## config.mk

```make
export PLATFORM = sky130hd
export DESIGN_NAME = real_sweep_gen_flat
export DESIGN_NICKNAME = d
export VERILOG_FILES = /design/src/rtl/real_sweep_gen_if.sv /design/src/rtl/real_sweep_gen.sv /design/src/flat_wrapper.sv
export SDC_FILE = /design/constraint.sdc
export NUM_CORES = 1
export LEC_CHECK = 0
export BUFFER_PORTS_ARGS = -buffer_cell sky130_fd_sc_hd__buf_2
export CORE_ASPECT_RATIO = 1.25
export CORE_MARGIN = 2
export CORE_UTILIZATION = 40
export CTS_CLUSTER_SIZE = 8
export DETAILED_ROUTE_END_ITERATION = 10
export PLACE_DENSITY_LB_ADDON = 0.2
export SLEW_MARGIN = 10
export SYNTH_ARGS = -nofsm -noshare
export SYNTH_HDL_FRONTEND = slang
export SYNTH_SLANG_ARGS = --single-unit
```

## constraint.sdc

```tcl
create_clock -name clk -period 3.3 [get_ports clk]
set_input_delay 0.66 -clock clk [delete_from_list [all_inputs] [get_ports clk]]
set_output_delay 0.66 -clock clk [all_outputs]
set_load 0.02 [all_outputs]
```

## src/rtl/real_sweep_gen_if.sv

```systemverilog
// Stream and control bundle of the triangle sweep source.
// The generator drives samples and status; the consumer drives commands and ready.
interface real_sweep_gen_if #(
    parameter int WIDTH     = 16,
    parameter int CNT_WIDTH = 16
);
    logic                 start;
    logic                 stop;
    logic [WIDTH-2:0]     step;
    logic [CNT_WIDTH-1:0] num_samples;
    logic [WIDTH-1:0]     out;
    logic                 out_valid;
    logic                 out_ready;
    logic                 busy;
    logic                 done;

    modport master (
        input  start, stop, step, num_samples, out_ready,
        output out, out_valid, busy, done
    );

    modport slave (
        output start, stop, step, num_samples, out_ready,
        input  out, out_valid, busy, done
    );
endinterface

```

## src/rtl/real_sweep_gen.sv

```systemverilog
// Bounded triangle sweep of signed fixed-point codes on a valid/ready stream.
// Every emitted code stays inside +/-LIMIT, the code form of the real range.
module real_sweep_gen #(
    parameter int  WIDTH     = 16,
    parameter int  EXPONENT  = -8,
    parameter real RANGE     = 10.0,
    parameter int  CNT_WIDTH = 16
) (
    input  logic                   clk,
    input  logic                   rst_n,
    real_sweep_gen_if.master       bus
);
    localparam real SCALED   = RANGE * (2.0 ** (-EXPONENT));
    localparam int  MAX_CODE = (2 ** (WIDTH - 1)) - 1;
    localparam int  LIMIT    = (SCALED >= real'(MAX_CODE)) ? MAX_CODE : $rtoi(SCALED);

    localparam logic signed [WIDTH:0] LIM_POS = (WIDTH + 1)'(LIMIT);
    localparam logic signed [WIDTH:0] LIM_NEG = -LIM_POS;

    typedef enum logic [1:0] {
        IDLE,
        RUN_UP,
        RUN_DOWN
    } state_t;

    state_t                   state_reg, state_next;
    logic signed [WIDTH-1:0]  out_reg, out_next;
    logic                     valid_reg, valid_next;
    logic                     done_reg, done_next;
    logic [CNT_WIDTH-1:0]     count_reg, count_next;
    logic [CNT_WIDTH-1:0]     num_reg, num_next;
    logic [WIDTH-2:0]         step_reg, step_next;

    logic signed [WIDTH:0]    out_ext;
    logic signed [WIDTH:0]    step_ext;
    logic signed [WIDTH:0]    sum_up;
    logic signed [WIDTH:0]    sum_down;
    logic [CNT_WIDTH-1:0]     count_inc;

    // One extra bit so the step can overshoot the limit without wrapping.
    assign out_ext   = {out_reg[WIDTH-1], out_reg};
    assign step_ext  = {2'b00, step_reg};
    assign sum_up    = out_ext + step_ext;
    assign sum_down  = out_ext - step_ext;
    assign count_inc = count_reg + CNT_WIDTH'(1);

    always_ff @(posedge clk or negedge rst_n) begin
        if (!rst_n) begin
            state_reg <= IDLE;
            out_reg   <= '0;
            valid_reg <= 1'b0;
            done_reg  <= 1'b0;
            count_reg <= '0;
            num_reg   <= '0;
            step_reg  <= '0;
        end else begin
            state_reg <= state_next;
            out_reg   <= out_next;
            valid_reg <= valid_next;
            done_reg  <= done_next;
            count_reg <= count_next;
            num_reg   <= num_next;
            step_reg  <= step_next;
        end
    end

    always_comb begin
        state_next = state_reg;
        out_next   = out_reg;
        valid_next = valid_reg;
        done_next  = 1'b0;
        count_next = count_reg;
        num_next   = num_reg;
        step_next  = step_reg;

        case (state_reg)
            IDLE: begin
                if (bus.start) begin
                    step_next  = bus.step;
                    num_next   = bus.num_samples;
                    count_next = '0;
                    if (bus.num_samples == '0) begin
                        done_next = 1'b1;
                    end else begin
                        state_next = RUN_UP;
                        out_next   = '0;
                        valid_next = 1'b1;
                    end
                end
            end
            RUN_UP, RUN_DOWN: begin
                // stop overrides a handshake landing on the same edge
                if (bus.stop) begin
                    state_next = IDLE;
                    out_next   = '0;
                    valid_next = 1'b0;
                    count_next = '0;
                end else if (valid_reg && bus.out_ready) begin
                    if (count_inc == num_reg) begin
                        state_next = IDLE;
                        out_next   = '0;
                        valid_next = 1'b0;
                        done_next  = 1'b1;
                        count_next = '0;
                    end else begin
                        count_next = count_inc;
                        if (state_reg == RUN_UP) begin
                            if (sum_up >= LIM_POS) begin
                                out_next   = LIM_POS[WIDTH-1:0];
                                state_next = RUN_DOWN;
                            end else begin
                                out_next = sum_up[WIDTH-1:0];
                            end
                        end else begin
                            if (sum_down <= LIM_NEG) begin
                                out_next   = LIM_NEG[WIDTH-1:0];
                                state_next = RUN_UP;
                            end else begin
                                out_next = sum_down[WIDTH-1:0];
                            end
                        end
                    end
                end
            end
            default: begin
                state_next = IDLE;
                out_next   = '0;
                valid_next = 1'b0;
            end
        endcase
    end

    assign bus.out       = out_reg;
    assign bus.out_valid = valid_reg;
    assign bus.busy      = (state_reg != IDLE);
    assign bus.done      = done_reg;
endmodule

```

## src/flat_wrapper.sv

```systemverilog
// flat-port wrapper written by rule: the top's interface ports become plain ports
module real_sweep_gen_flat 
#(
    parameter int  WIDTH     = 16,
    parameter int  EXPONENT  = -8,
    parameter real RANGE     = 10.0,
    parameter int  CNT_WIDTH = 16
)
  (clk, rst_n, bus_start, bus_stop, bus_step, bus_num_samples, bus_out_ready, bus_out, bus_out_valid, bus_busy, bus_done);
  real_sweep_gen_if #(.WIDTH(WIDTH), .CNT_WIDTH(CNT_WIDTH)) bus_i ();
  input  logic clk;
  input  logic rst_n;
  input wire logic [$bits(bus_i.start)-1:0] bus_start;
  input wire logic [$bits(bus_i.stop)-1:0] bus_stop;
  input wire logic [$bits(bus_i.step)-1:0] bus_step;
  input wire logic [$bits(bus_i.num_samples)-1:0] bus_num_samples;
  input wire logic [$bits(bus_i.out_ready)-1:0] bus_out_ready;
  output wire logic [$bits(bus_i.out)-1:0] bus_out;
  output wire logic [$bits(bus_i.out_valid)-1:0] bus_out_valid;
  output wire logic [$bits(bus_i.busy)-1:0] bus_busy;
  output wire logic [$bits(bus_i.done)-1:0] bus_done;
  assign bus_i.start = bus_start;
  assign bus_i.stop = bus_stop;
  assign bus_i.step = bus_step;
  assign bus_i.num_samples = bus_num_samples;
  assign bus_i.out_ready = bus_out_ready;
  assign bus_out = bus_i.out;
  assign bus_out_valid = bus_i.out_valid;
  assign bus_busy = bus_i.busy;
  assign bus_done = bus_i.done;
  real_sweep_gen #(.WIDTH(WIDTH), .EXPONENT(EXPONENT), .RANGE(RANGE), .CNT_WIDTH(CNT_WIDTH)) u_core (.clk(clk), .rst_n(rst_n), .bus(bus_i));
endmodule
```

**Yosys cells after proc, flatten, opt, wreduce, memory -nomap -nowiden**

Index checks and enable logic that the tools add are counted.

- Div/mod/pow operators: 0
- Mux-type cells: 35
- Reductions and logical operators: 11
- Order comparisons: 2
- $mul: 0
- Bitwise logic cells: 0
- Shift operators: 0
- Add/sub/neg operators: 3
- Eq/ne operators: 9

Operators by type and width:

| kind | number |
|---|---|
| $mux W16 | 12 |
| $pmux W16 S2 | 2 |
| $add A16 B16 Y17 | 1 |
| $ge A17 B13 Y1 const B | 1 |
| $le A17 B13 Y1 const B | 1 |
| $sub A16 B16 Y17 | 1 |
| $add A16 B1 Y16 const B | 1 |
| $eq A16 B16 Y1 | 1 |
| $logic_not A16 Y1 | 1 |
| $mux W2 | 8 |
| $mux W1 | 10 |
| $ne A3 B2 Y1 const B | 2 |
| $reduce_and A3 Y1 | 2 |
| $ne A5 B2 Y1 const B | 1 |
| $ne A5 B4 Y1 const B | 1 |
| $reduce_and A5 Y1 | 1 |
| $ne A2 B2 Y1 const B | 2 |
| $pmux W1 S2 | 2 |
| $pmux W2 S2 | 1 |
| $reduce_and A4 Y1 | 1 |
| $reduce_bool A2 Y1 | 2 |
| $eq A2 B1 Y1 const B | 1 |
| $eq A2 B2 Y1 const B | 1 |
| $logic_not A2 Y1 | 1 |
| other kinds (3) | 3 |

- Output and inout bits: 19
- Word-level logic and storage cells: 67
- Flip-flop bits (word level): 67
- Bits of input ports: 36
- Bits in writable memories: 0
- Bits in read-only memories: 0
- Memories kept: 0
- Latch bits: 0

**Logic depth before layout (Yosys ltp)**

Gate-level depths: netlist (run 1).

- Word-level depth: 8
- Gate-level depth with buffers: 13
- Gate-level depth less buffers: 12

**Least setup slack after synthesis (run 1)**

OpenSTA, ideal clock, no wires.

- Path type: reg-to-reg
- From: reg u_core.out_reg[0], in the netlist u_core.bus.out[0]
- To: reg u_core.out_reg[6], in the netlist u_core.bus.out[6]
- Setup slack: -13 ps
- Setup time: 127 ps
- Required time: 3173 ps
- Buffers on the path: 1
- Clock period less this slack: 3313 ps
- Cell stages (with the launch flop): 14
- Arrival time: 3186 ps
- Cells stage by stage: dfrtp_1 -> inv_1 -> ha_1 -> fa_1 -> and2b_1 -> o22a_1 -> xnor2_1 -> or4_1 -> o311a_1 -> o2111ai_2 -> nand2_1 -> buf_4 -> a32oi_1 -> nand3_1

- Longest elaborated chain between the ends: 8
- Elaborated cells on any way between the ends: 11
- Classes of those cells: 2 x add/sub; 2 x order compare; 7 x mux

Ends and longest elaborated chain:

| element | line | source |
|---|---|---|
| start, declared | real_sweep_gen.sv:27 | `logic signed [WIDTH-1:0] out_reg, out_next;` |
| start signal, assigned | real_sweep_gen.sv:58 | `out_reg <= out_next;` |
| $sub A16 B16 Y17 / $add A16 B16 Y17 (equally long branches) | real_sweep_gen.sv:44, real_sweep_gen.sv:43 |  |
| $le A17 B13 Y1 / $ge A17 B13 Y1 (equally long branches) | real_sweep_gen.sv:115, real_sweep_gen.sv:108 |  |
| $mux W16 (on tied branches) | real_sweep_gen.sv:115, real_sweep_gen.sv:108 |  |
| $mux W16 (*) | real_sweep_gen.sv:107 | `if (state_reg == RUN_UP) begin` |
| $mux W16 (*) | real_sweep_gen.sv:99 | `if (count_inc == num_reg) begin` |
| $mux W16 (*) | real_sweep_gen.sv:98 | `end else if (valid_reg && bus.out_ready) begin` |
| $mux W16 (*) | real_sweep_gen.sv:93 | `if (bus.stop) begin` |
| $pmux W16 S2 (*) | real_sweep_gen.sv:76 | `case (state_reg)` |

Mark *: on every way between the ends. The rest lies on a longest branch, timed or not. The select of a mux whose other input is x is not followed.
A chain may end at the register's enable or synchronous reset.

**Worst setup path after layout (run 1)**

- From: reg u_core.out_reg[0], in the netlist u_core.bus.out[0]
- To: reg u_core.out_reg[1], in the netlist u_core.bus.out[1]

The elaborated chain is that of the path after synthesis.

==> metrics.md, run 1 <==
| Metric | Value |
|---|---|
| Via count | 5542 |
| Synth Area in Simple Gates | 19.27% |
| Critical path's slowest cell | or4_4 |
| Fmax | 308.3 MHz |
| Sequential area share after synthesis | 30.19% |
| Hpwl dp | 13.67 mm |
| CP cell instances | inv_2 -> ha_4 -> fa_2 -> buf_4 -> xor2_1 -> nand3_1 -> or4_4 -> o311a_4 -> o2111ai_4 -> buf_6 -> a21oi_1 -> a21o_1 -> a22o_1 |
| Setup ws final | 0.05603 ns |
| Power density cells | 995.4 mW/mm² |
| Die W | 109.4 µm |
| GR Overflow Total | 0 |
| CTS tree | yes |
| Placement Rows | 48 |
| Number of synthesized flops with an enable pin | 0 |
| Final min period | 3.244 ns |
| CP arrival | 3.46 ns |
| Synth Instances | 629 |
| CP top delay family | compound AO/OA/AOI/OAI gates |
| Initial antenna violation count | 0 |
| DRT iter0 DRCs | 279 |
| Period Utilization, post-route | 98.30% |
| #FFs+latches synth | 67 |
| Routed vias/inst | 5.815 |
| Synth Cell Area | 0.005553 mm² |
| Post-synthesis mux area share | 6.850% |
| Commonest non-fill, non-tap cell in the layout | buf_4 |
| Top FF cell, synth | dfrtp_1 |
| DIE AREA | 0.01485 mm² |
| Final #Nets | 845 |
| Max-Cap Viols | 0 |
| Netlist cell types | 81 |
| Critical path class | reg2reg |
| 1st-pass router iterations | 5 |
| Worst slew pin tran | 0.6424 ns |
| Core Region | 0.01369 mm² |
| Post-Synth Adder-Cell Area | 8.382% |
| Syn. warnings | 0 |
| Largest family of logic cells by synthesized area | compound AO/OA/AOI/OAI gates |
| Layout fillers | 1249 |
| Area occupied by multi-input gates | 0.003914 mm² |
| Layout cell share with drive strength beyond 1 | 36.76% |
| Crit Path Max Fanout | 4 |
| Layout area overhead | 33.82% |
| Antenna Cells | 0 |
| Clock sinks | 67 |
| Buffers from clock root to sink, at most | 2 |
| Remaining antenna violation count | 0 |
| Leak Pwr | 0.003312 µW |
| Buffers & Inverters on Critical Path | 3 |
| Maximum vdd drop | 0.4202 mV |
| # port buffers | 54 |
| Placed Area | 0.006680 mm² |
| Global-route wire length before repair | 28.52 mm |
| CTS H-tree depth | 3 |
| DRC | 0 |
| Final instance area | 0.007431 mm² |
| Post-synthesis xor/xnor area fraction | 5.047% |
| Root buf cell | clkbuf_16 |
| FFs w/ async S/R, synth | 100.0% |
| Max-slew headroom | 57.13% |
| Most frequent cells in the layout | 102 x buf_4, 62 x dfrtp_1, 54 x buf_2 |
| Final Hold Vio Count | 0 |
| RSZ-0062 raised after global routing | true |
| Final slew viol count | 0 |
| Final estimated routing congestion in global placement | 0.8851 |
| Initial core utilization | 40.55% |
| Final core utilization | 54.27% |
| Max incr delay on CP | 0.53 ns |
| Pre-CTS setup slack | -0.2875 ns |
| CP required | 3.52 ns |
| Compound-Gate Fraction of Synth Area | 24.72% |
| WL per Instance | 18.50 µm |
| Hold Path Class | in2async |
| Status | finished clean |
| Mean Syn Cell Area | 8.828 µm² |
| Startpoint Class | flop |
| I/O pin total | 55 |
| Largest net degree at the start of global routing | 37 |
| Drt total wl | 17.63 mm |
| Mapped Nets | 701 |
| Sequential cell area | 0.001683 mm² |
| Number of global-route vias before repair | 5603 |
| Number of buffers created by CTS | 9 |
| Setup TNS | 0 ns |
| Worst-Skew Late Latency | 0.34 ns |
| Skew final | 0.006514 ns |
| Worst setup EP type | flop |
| GRT Util Overall | 24.76% |
| Clk slew on worst S/H paths | 0.06 ns |
| Final setup fails | 0 |
| Die span in y | 135.7 µm |
## stage by stage
stage / power, µW / hold slack (ns) / std cells
2_1_floorplan: 4045 / 0.3644 / 629
3_3_place_gp: 5687 / 0.4964 / 929
3_5_place_dp: 5747 / 0.5042 / 929
4_1_cts: 7090 / 0.2238 / 949
5_1_grt: 7873 / 0.2407 / 953
6_report: 7397 / 0.2115 / 953
## cell type report
type | count | area share (%)
inverters | 35 | 1.768
clock inverters | 3 | 0.6230
flip-flops and latches | 67 | 22.65
multi-input cells | 493 | 52.67
clock buffers | 13 | 3.502
repair buffers | 167 | 15.84
well taps | 175 | 2.947
## worst reg2reg max path, stage by stage (launching register included)
cell and delay, ns:
dfrtp_2 0.41, inv_2 0.06, ha_4 0.16, fa_2 0.34, buf_4 0.16, xor2_1 0.12
nand3_1 0.10, or4_4 0.53, o311a_4 0.37, o2111ai_4 0.28, buf_6 0.16, a21oi_1 0.08
a21o_1 0.16, a22o_1 0.20
## timing repair
item                       in CTS  in global routing
hold buffers                    0                  0
cloned                          0                  0
pin swaps                      22                 30
buffers inserted                4                  6
gates resized for setup        31                 47
setup endpoints to repair      15                 21
## where the power goes
part	leakage [µW]	switching [µW]	total, µW	internal [µW]
sequential	0.000849	256	1360	1100
clock	0.000146	384	1010	629
combinational	0.00232	2740	5030	2280
total	0.00331	3380	7400	4010
## per-layer routing
metal	global-route usage [%]	routed length (µm)	vias to the layer above
li1	-	-	2647
met5	0	0	-
met4	10.69	650	0
met1	29.68	7096	2684
met2	43.79	9113	170
met3	3.127	772	41
## cell families after synthesis
kind of cell	after synthesis
AOI/OAI and AO/OA	192
adders and majority gates	36
DFF	67
xor gates and xnor gates	32
buffers and inverters	69
muxes	34
and+or+nand+nor	199
## final timing paths
path / startpoint / endpoint / slack, ns / cells past startpoint
min in group clk: u_core.count_reg[15]$_DFFE_PN0P_ / u_core.count_reg[15]$_DFFE_PN0P_ / 0.50 / 1
min: rst_n / u_core.bus.out[2]$_DFFE_PN0P_ / 0.21 / 1
min reg2reg: u_core.count_reg[15]$_DFFE_PN0P_ / u_core.count_reg[15]$_DFFE_PN0P_ / 0.50 / 1
max reg2reg: u_core.bus.out[0]$_DFFE_PN0P_ / u_core.bus.out[1]$_DFFE_PN0P_ / 0.06 / 13
max in group asynchronous: rst_n / u_core.step_reg[11]$_DFFE_PN0P_ / 2.32 / 2
max: u_core.bus.out[0]$_DFFE_PN0P_ / u_core.bus.out[1]$_DFFE_PN0P_ / 0.06 / 13
## cell usage after synthesis, types with 14 or more instances
| master | n | area [µm²] |
|---|---|---|
| o21ai_0 | 37 | 185.2 |
| inv_1 | 32 | 120.1 |
| o31ai_1 | 14 | 105.1 |
| nor2_1 | 36 | 135.1 |
| xnor2_1 | 24 | 210.2 |
| nand2_1 | 44 | 165.2 |
| ha_1 | 34 | 425.4 |
| mux2_2 | 32 | 360.4 |
| nand3_1 | 21 | 105.1 |
| nand4_1 | 17 | 106.4 |
| a21oi_1 | 35 | 175.2 |
| dfrtp_1 | 67 | 1677 |
Power figures use the tool's default switching activity.
==> run 2, diff against run 1 <==
--- a/config.mk
+++ b/config.mk
@@ -8,10 +8,9 @@
 export BUFFER_PORTS_ARGS = -buffer_cell sky130_fd_sc_hd__buf_2
 export CORE_ASPECT_RATIO = 1.25
 export CORE_MARGIN = 2
-export CORE_UTILIZATION = 40
+export CORE_UTILIZATION = 25
 export CTS_CLUSTER_SIZE = 8
 export DETAILED_ROUTE_END_ITERATION = 10
-export PLACE_DENSITY_LB_ADDON = 0.2
 export SLEW_MARGIN = 10
 export SYNTH_ARGS = -nofsm -noshare
 export SYNTH_HDL_FRONTEND = slang
==> metrics.md, run 2 (synthesized netlist as in run 1, its figures left out) <==
| Metric | Value |
|---|---|
| Status | finished clean |
| # port buffers | 54 |
| CTS H-tree depth | 3 |
| Fmax | 312.7 MHz |
| Final setup fails | 0 |
| Antenna Cells | 0 |
| Core Region | 0.02170 mm² |
| Startpoint Class | flop |
| Worst-Skew Late Latency | 0.35 ns |
| Critical path class | reg2reg |
| Number of buffers created by CTS | 9 |
| RSZ-0062 raised after global routing | true |
| Final estimated routing congestion in global placement | 0.9509 |
| I/O pin total | 55 |
| R2R Path Start | u_core.step_reg[10]$_DFFE_PN0P_ |
| Maximum vdd drop | 0.3156 mV |
| Max incr delay on CP | 0.41 ns |
| Routed vias/inst | 5.205 |
| Commonest non-fill, non-tap cell in the layout | buf_4 |
| Sequential cell area | 0.001680 mm² |
| Hold Path Class | in2async |
| Drt total wl | 18.01 mm |
| Final Hold Vio Count | 0 |
| Global-route wire length before repair | 28.06 mm |
| Layout area overhead | 35.06% |
| CP cell instances | inv_1 -> ha_1 -> buf_4 -> nand2_1 -> nor3_1 -> o211ai_1 -> and4_1 -> a2111oi_2 -> buf_4 -> o2111ai_4 -> nand2_2 -> buf_4 -> nand2b_1 -> a32o_1 |
| Initial core utilization | 25.59% |
| Clk slew on worst S/H paths | 0.06 ns |
| GR Overflow Total | 0 |
| Area occupied by multi-input gates | 0.003885 mm² |
| DRC | 0 |
| Setup ws final | 0.1016 ns |
| Worst slew pin tran | 0.9082 ns |
| WL per Instance | 17.02 µm |
| Clock sinks | 67 |
| CP most frequent cell | buf_4 |
| DRT iter0 DRCs | 293 |
| Layout cell share with drive strength beyond 1 | 35.56% |
| Most frequent cells in the layout | 109 x buf_4, 64 x dfrtp_1, 54 x buf_2 |
| Final core utilization | 34.57% |
| Worst R2R Path Depth | 14 |
| Worst setup EP type | flop |
| Critical path's slowest cell | dfrtp_1 |
| 1st-pass router iterations | 5 |
| CP required | 3.54 ns |
| Skew final | 0.01226 ns |
| Via count | 5507 |
| Final slew viol count | 0 |
| Placement Rows | 60 |
| Root buf cell | clkbuf_16 |
| CP arrival | 3.44 ns |
| Die span in y | 170.6 µm |
| Period Utilization, post-route | 96.92% |
| Placed Area | 0.006760 mm² |
| Initial antenna violation count | 0 |
| Number of global-route vias before repair | 5293 |
| Layout fillers | 2183 |
| Final instance area | 0.007500 mm² |
| Pre-CTS setup slack | -0.1662 ns |
| Remaining antenna violation count | 0 |
| Buffers from clock root to sink, at most | 2 |
| DIE AREA | 0.02343 mm² |
| Die W | 137.3 µm |
| CP startpoint | u_core.step_reg[10]$_DFFE_PN0P_ |
| Max-slew headroom | 39.46% |
| CTS tree | yes |
| Largest net degree at the start of global routing | 36 |
| Power density cells | 993.5 mW/mm² |
| Leak Pwr | 0.003315 µW |
| Hpwl dp | 13.77 mm |
| Max-Cap Viols | 0 |
| GRT Util Overall | 15.51% |
| Crit Path Max Fanout | 13 |
| R2R Path End | u_core.bus.out[10]$_DFFE_PN0P_ |
| Final min period | 3.198 ns |
| Worst R2R Setup Slack | 0.10 ns |
| Final #Nets | 846 |
run 2: worst max path at each step:
stage / slack (ns) / endpoint
2_1_floorplan: 0.05 / u_core.bus.out[6]$_DFFE_PN0P_
3_3_place_gp: -0.1 / u_core.bus.out[8]$_DFFE_PN0P_
3_5_place_dp: -0.17 / u_core.bus.out[3]$_DFFE_PN0P_
4_1_cts: 0.0003 / u_core.bus.out[5]$_DFFE_PN0P_
5_1_grt: -0.04 / u_core.state_reg[0]$_DFFE_PN0P_
6_report: 0.10 / u_core.bus.out[10]$_DFFE_PN0P_
run 2: per-stage QoR:
| stage | hold slack [ns] | setup TNS [ns] | power [µW] | std cells |
|---|---|---|---|---|
| final | 0.4427 | 0 | 7451 | 1058 |
| after CTS | 0.4744 | 0 | 6845 | 1046 |
| after global placement | 0.4902 | -0.8530 | 5673 | 1028 |
| after floorplan | 0.3644 | 0 | 4045 | 629 |
| after global routing | 0.5001 | -0.1443 | 7968 | 1058 |
| after detailed placement | 0.5092 | -1.023 | 5699 | 1028 |
run 2: what timing repair did:
action / CTS / global route
setup buffers: 2 / 13
pin swaps: 6 / 27
hold buffers: 0 / 0
endpoints found under the setup margin: 14 / 15
resized for setup: 8 / 57
endpoints found under the hold margin: 0 / 0
run 2: worst max-delay path, delay by kind of cell (launching register included):
| family | cells | cell delay (ns) |
|---|---|---|
| flops | 1 | 0.41 |
| compound gates | 4 | 0.89 |
| simple gates | 5 | 0.86 |
| buf+inv | 4 | 0.60 |
| fa+ha+maj | 1 | 0.31 |
run 2: report_power, final:
part	switching (µW)	total [µW]	internal, µW
registers	250	1350	1100
clock network	417	1010	590
logic	2770	5100	2320
total	3440	7450	4010
run 2: area by class of cell:
| cell class | count | area share [%] |
|---|---|---|
| timing repair buffer | 168 | 15.38 |
| sequential | 67 | 22.41 |
| tap | 279 | 4.655 |
| multi-input combinational | 493 | 51.80 |
| clock inverter | 7 | 1.001 |
| inverter | 35 | 1.752 |
| clock buffer | 9 | 3.003 |
run 2: per-layer routing:
metal | routed length [µm] | global-route usage (%)
met3 | 830 | 1.748
met1 | 7198 | 18.09
met5 | 0 | 0
met4 | 534 | 7.710
met2 | 9446 | 27.80
